`src/rtl/parity_frame_rx_pkg.sv`:
```
// Shared constants for the parity-checked serial frame receiver:
// FSM state encoding and error counter width.
package parity_frame_rx_pkg;
  localparam int ERR_CNT_W = 8;

  typedef logic [1:0] state_t;

  localparam state_t ST_IDLE   = 2'd0;
  localparam state_t ST_DATA   = 2'd1;
  localparam state_t ST_PARITY = 2'd2;
  localparam state_t ST_STOP   = 2'd3;
endpackage

```
`src/rtl/parity_frame_rx.sv`:
```
// Strobe-driven serial frame receiver: start, DATA_W bits MSB first, parity, stop.
// Reports good/parity-bad/stop-bad frames as one-cycle pulses and keeps a saturating error count.
module parity_frame_rx
  import parity_frame_rx_pkg::*;
#(
  parameter int DATA_W  = 4,
  parameter bit ODD_PAR = 1'b0
) (
  input  logic                 clk,
  input  logic                 rst_n,
  input  logic                 bit_valid,
  input  logic                 serial_in,
  input  logic                 clr_cnt,
  output logic [DATA_W-1:0]    data_out,
  output logic                 frame_valid,
  output logic                 parity_err,
  output logic                 frame_err,
  output logic                 busy,
  output logic [ERR_CNT_W-1:0] err_cnt
);

  localparam int CNT_W = (DATA_W > 1) ? $clog2(DATA_W) : 1;

  state_t                 state_q, state_d;
  logic [CNT_W-1:0]       cnt_q, cnt_d;
  logic [DATA_W-1:0]      shift_q, shift_d;
  logic                   par_q, par_d;
  logic [DATA_W-1:0]      data_q, data_d;
  logic                   fv_q, fv_d;
  logic                   pe_q, pe_d;
  logic                   fe_q, fe_d;
  logic [ERR_CNT_W-1:0]   err_cnt_q, err_cnt_d;
  logic [DATA_W:0]        shift_ext;
  logic                   calc_par;
  logic                   err_ev;

  assign shift_ext = {shift_q, serial_in};
  assign calc_par  = (^shift_q) ^ ODD_PAR;

  always_comb begin
    state_d = state_q;
    cnt_d   = cnt_q;
    shift_d = shift_q;
    par_d   = par_q;
    data_d  = data_q;
    fv_d    = 1'b0;
    pe_d    = 1'b0;
    fe_d    = 1'b0;
    if (bit_valid) begin
      case (state_q)
        ST_IDLE: begin
          if (!serial_in) begin
            state_d = ST_DATA;
            cnt_d   = '0;
          end
        end
        ST_DATA: begin
          shift_d = shift_ext[DATA_W-1:0];
          if (cnt_q == CNT_W'(DATA_W - 1)) begin
            state_d = ST_PARITY;
            cnt_d   = '0;
          end else begin
            cnt_d = cnt_q + CNT_W'(1);
          end
        end
        ST_PARITY: begin
          par_d   = serial_in;
          state_d = ST_STOP;
        end
        default: begin
          // A bad stop bit dominates: parity is not reported on a broken frame.
          state_d = ST_IDLE;
          if (!serial_in) begin
            fe_d = 1'b1;
          end else if (calc_par != par_q) begin
            pe_d = 1'b1;
          end else begin
            fv_d   = 1'b1;
            data_d = shift_q;
          end
        end
      endcase
    end
  end

  assign err_ev = fe_d | pe_d;

  always_comb begin
    err_cnt_d = err_cnt_q;
    if (clr_cnt) begin
      err_cnt_d = ERR_CNT_W'(err_ev);
    end else if (err_ev && (err_cnt_q != '1)) begin
      err_cnt_d = err_cnt_q + ERR_CNT_W'(1);
    end
  end

  always_ff @(posedge clk or negedge rst_n) begin
    if (!rst_n) begin
      state_q   <= ST_IDLE;
      cnt_q     <= '0;
      shift_q   <= '0;
      par_q     <= 1'b0;
      data_q    <= '0;
      fv_q      <= 1'b0;
      pe_q      <= 1'b0;
      fe_q      <= 1'b0;
      err_cnt_q <= '0;
    end else begin
      state_q   <= state_d;
      cnt_q     <= cnt_d;
      shift_q   <= shift_d;
      par_q     <= par_d;
      data_q    <= data_d;
      fv_q      <= fv_d;
      pe_q      <= pe_d;
      fe_q      <= fe_d;
      err_cnt_q <= err_cnt_d;
    end
  end

  assign data_out    = data_q;
  assign frame_valid = fv_q;
  assign parity_err  = pe_q;
  assign frame_err   = fe_q;
  assign busy        = (state_q != ST_IDLE);
  assign err_cnt     = err_cnt_q;

endmodule

```
`config.mk`:
```
export PLATFORM = sky130hd
export DESIGN_NAME = parity_frame_rx
export DESIGN_NICKNAME = d
export VERILOG_FILES = /design/src/rtl/parity_frame_rx_pkg.sv /design/src/rtl/parity_frame_rx.sv
export SDC_FILE = /design/constraint.sdc
export NUM_CORES = 1
export LEC_CHECK = 0
export ABC_AREA = 0
export BUFFER_PORTS_ARGS = -buffer_cell sky130_fd_sc_hd__buf_2
export CORE_ASPECT_RATIO = 0.7
export CORE_MARGIN = 2
export CORE_UTILIZATION = 49
export DETAILED_ROUTE_END_ITERATION = 16
export PLACE_DENSITY_LB_ADDON = 0.2
export SETUP_SLACK_MARGIN = 0.1
export SYNTH_ARGS = -nofsm -noshare
export SYNTH_HDL_FRONTEND = slang
export SYNTH_SLANG_ARGS = --single-unit
```
`constraint.sdc`:
```
create_clock -name clk -period 1.7 [get_ports clk]
set_input_delay 0.51 -clock clk [delete_from_list [all_inputs] [get_ports clk]]
set_output_delay 0.51 -clock clk [all_outputs]
set_load 0.1 [all_outputs]
```
==> summary.md <==
| Metric | Value |
|---|---|
| Initial antenna violation count | `0` |
| CTS tree | `done` |
| Compound-cell area share of the yosys netlist | `0.114` |
| Clock Power Share | `0.127` |
| DR DRC count | `0` |
| Largest net degree at the start of global routing | `25` |
| Initial DRC count | `35` |
| Overall Global Routing Usage | `0.199` |
| Post-Route WL | `2870 µm` |
| Mapped Avg Cell Area | `11.2 µm²` |
| Die width | `64.6 µm` |
| Clock sinks | `24` |
| Overall die area | `0.00300 mm²` |
| Total CTS buffers | `3` |
| Chip height | `46.4 µm` |
| WP data required | `1.86 ns` |
| Total power | `3.99 mW` |
| Netlist Area Pre-Place | `0.00126 mm²` |
| I/O Buffers | `20` |
| Simple-gate share of the synthesized area | `0.129` |
| Clk buf depth | `2` |
| Top cell type's share of synthesized area | `0.476` |
| Post-route insts no fill | `191` |
| Adder-Cell Fraction of Synth Area | `0.0595` |
| Nets | `169` |
| XOR/XNOR Fraction of Synth Area | `0.0317` |
| Failing checks | `negative setup slack` |
| CTS Root Buffer Type | `clkbuf_8` |
| Ys async rst share | `1.00` |
| Seq cells post-synth | `24` |
| Register clock-pin slew on the reported worst setup and hold paths | `0.09 ns` |
| Arr. time, crit path | `2.09 ns` |
| Post-synth EDFFs | `0` |
| Dpl cells | `180` |
| ANT nets after route | `0` |
| Clock skew | `0.00121 ns` |
| Slew HR | `0.630` |
| Syn Nets | `124` |
| Yosys cell types | `30` |
| Startpoint Class | `flip-flop` |
| Wire per inst | `15.0 µm` |
| Final Wtd Congestion | `0.773` |
| Routed via count | `1,012` |
| Inserted Diodes | `0` |
| Row cnt | `15` |
| Largest area contributor in the netlist | `dfrtp_1` |
| Number of I/O pins | `21` |
| Int Pwr | `2.23 mW` |
| Logic pwr share | `0.657` |
| Pre-CTS setup slack | `-0.186 ns` |
| Largest family of logic cells by synthesized area | `multiplexers` |
| Crit path max fanout | `6` |
| WS Path Type | `flip-flop to flip-flop` |
| Hpwl dp | `1880 µm` |
| Fill cells | `145` |
| CP endpoint kind | `flip-flop` |
| H-tree levels | `1` |
| Most used DFF post-synth | `dfrtp_1` |
| CP cell instances | `xnor3_1, xnor2_2, buf_6, buf_4, a211oi_2, mux2_4` |
| Leakage | `0.842 nW` |
| Layout cell share with drive strength beyond 1 | `0.567` |
| Mux cell area share after synthesis | `0.150` |
| Total of max-cap violations | `0` |
| Vias per cell | `5.30` |
| Vias in the first global route | `950` |
| Cts hold-fix bufs | `0` |
| Status | `finished with violations` |
| RSZ-0062 raised after global routing | `true` |
| Post-synthesis cell count | `113` |
| Hold WC Path Type | `primary input to asynchronous set/reset pin` |
| Hold Violations, Final | `0` |
| PwrDens | `2110 mW/mm²` |
| Drt first pass iters | `4` |
| Switching Power | `1.76 mW` |
| Top-count cell post-synth | `dfrtp_1` |
| # setup viols final | `13` |
| Worst vdd ir | `0.000989 V` |
| Sw frac | `0.441` |
| Minimum clock period | `1.92 ns` |
| GRT Residual Overflow | `0` |
| Clock Latency Late Sink | `0.27 ns` |
| Initial Utilization | `0.513` |
| Top post-synthesis cells by area | `dfrtp_1, mux2_2, ha_1` |
| Post-synthesis sequential area ratio | `0.476` |
| Fmax achieved | `520 MHz` |
| CP peak stage delay | `0.44 ns` |
| Period utilisation layout | `1.13` |
| First-pass GRT wire length | `4350 µm` |
| Synth cell count leaders | `dfrtp_1, mux2_2, nand2_1` |
| Sequential power share | `0.216` |
| Ys Warns | `0` |
| Slew @ Worst Pin | `0.555 ns` |
| Final slew viol count | `0` |
| CP max-delay cell | `xnor3_1` |
| Area grow syn2layout | `50.2%` |
| Worst Slack Setup Final | `-0.224 ns` |
| Core area | `0.00246 mm²` |
[layout make-up]
class / count / area (µm²) / area share
clock buffers: 3 / 41.3 / 0.0218
clock inverters: 1 / 30.0 / 0.0159
inverters: 7 / 35.0 / 0.0185
multi-input cells: 78 / 751 / 0.396
flip-flops and latches: 24 / 628 / 0.332
well taps: 34 / 42.5 / 0.0225
repair buffers: 44 / 367 / 0.194
[power groups by stage]
stage / clock, mW / combinational (mW) / sequential [mW]
after floorplan: 0 / 0.941 / 1.36
after global placement: 0 / 1.94 / 0.851
after detailed placement: 0 / 1.98 / 0.865
after CTS: 0.518 / 2.18 / 0.857
after global routing: 0.543 / 2.75 / 0.880
final: 0.507 / 2.62 / 0.863
[cell families after synthesis]
group	Yosys count
compound gates	18
xor+xnor	3
fa+ha+maj	6
buf+inv	11
flops	24
mux	17
simple gates	34
[metal layers]
layer / up-vias / track usage / wire length, µm
met5: - / 0 / 0
met4: 0 / 0.0511 / 23
met3: 2 / 0.0587 / 150
met2: 31 / 0.331 / 1340
met1: 492 / 0.260 / 1360
li1: 487 / - / -
[sequential cells by signal (all words and copies together) (netlist names)]
name / flops
frame_valid: 1
cnt_q: 2
state_q: 2
frame_err: 1
err_cnt: 8
parity_err: 1
shift_q: 4
data_out: 4
par_q: 1
[layout by cell type, fill, tap and decap left out, types with 2 or more instances in the layout]
master / count
inv_1: 4
nand2_1: 11
ha_4: 3
nor2b_1: 4
mux2_2: 7
a211o_1: 2
o21ai_2: 2
mux2_4: 8
clkbuf_8: 3
nand3_1: 2
buf_4: 25
a211oi_2: 2
buf_6: 5
dfrtp_4: 7
ha_1: 3
o21ai_0: 3
buf_2: 8
mux2i_1: 2
clkbuf_4: 3
nor2_1: 9
a2111oi_4: 2
buf_12: 3
inv_4: 2
dfrtp_1: 16
[critical path, delay by kind of cell, from the launching register on]
| family | cells | cell delay, ns |
|---|---|---|
| xor+xnor | 2 | 0.62 |
| buf+inv | 2 | 0.29 |
| compound gates | 1 | 0.22 |
| mux | 1 | 0.32 |
| flops | 1 | 0.36 |
[repair_timing]
item | in CTS | in global routing
resized for setup | 17 | 21
endpoints found under the setup margin | 21 | 19
pin swaps | 5 | 5
buffers inserted | 2 | 5
gates cloned | 0 | 0
[metrics by stage]
step	hold slack [ns]	area [µm²]	util	setup TNS, ns
6_report	0.216	1890	0.770	-1.97
3_3_place_gp	0.479	1640	0.668	-0.651
4_1_cts	0.233	1780	0.725	-1.28
3_5_place_dp	0.492	1640	0.668	-0.890
2_1_floorplan	0.214	1360	-	-0.174
5_1_grt	0.254	1890	0.770	-2.71
[worst paths after layout]
| check | startpoint | endpoint | slack [ns] | cells after the start |
|---|---|---|---|---|
| setup / recovery | shift_q[3] | err_cnt[3] | -0.22 | 6 |
| hold / removal | rst_n | frame_valid | 0.22 | 1 |
| setup reg to reg | shift_q[3] | err_cnt[3] | -0.22 | 6 |
| hold reg to reg | cnt_q[1] | cnt_q[1] | 0.51 | 1 |
| max in group asynchronous | rst_n | err_cnt[4] | 1.06 | 1 |
| min in group clk | cnt_q[1] | cnt_q[1] | 0.51 | 1 |
(Power assumes the default switching activity.)
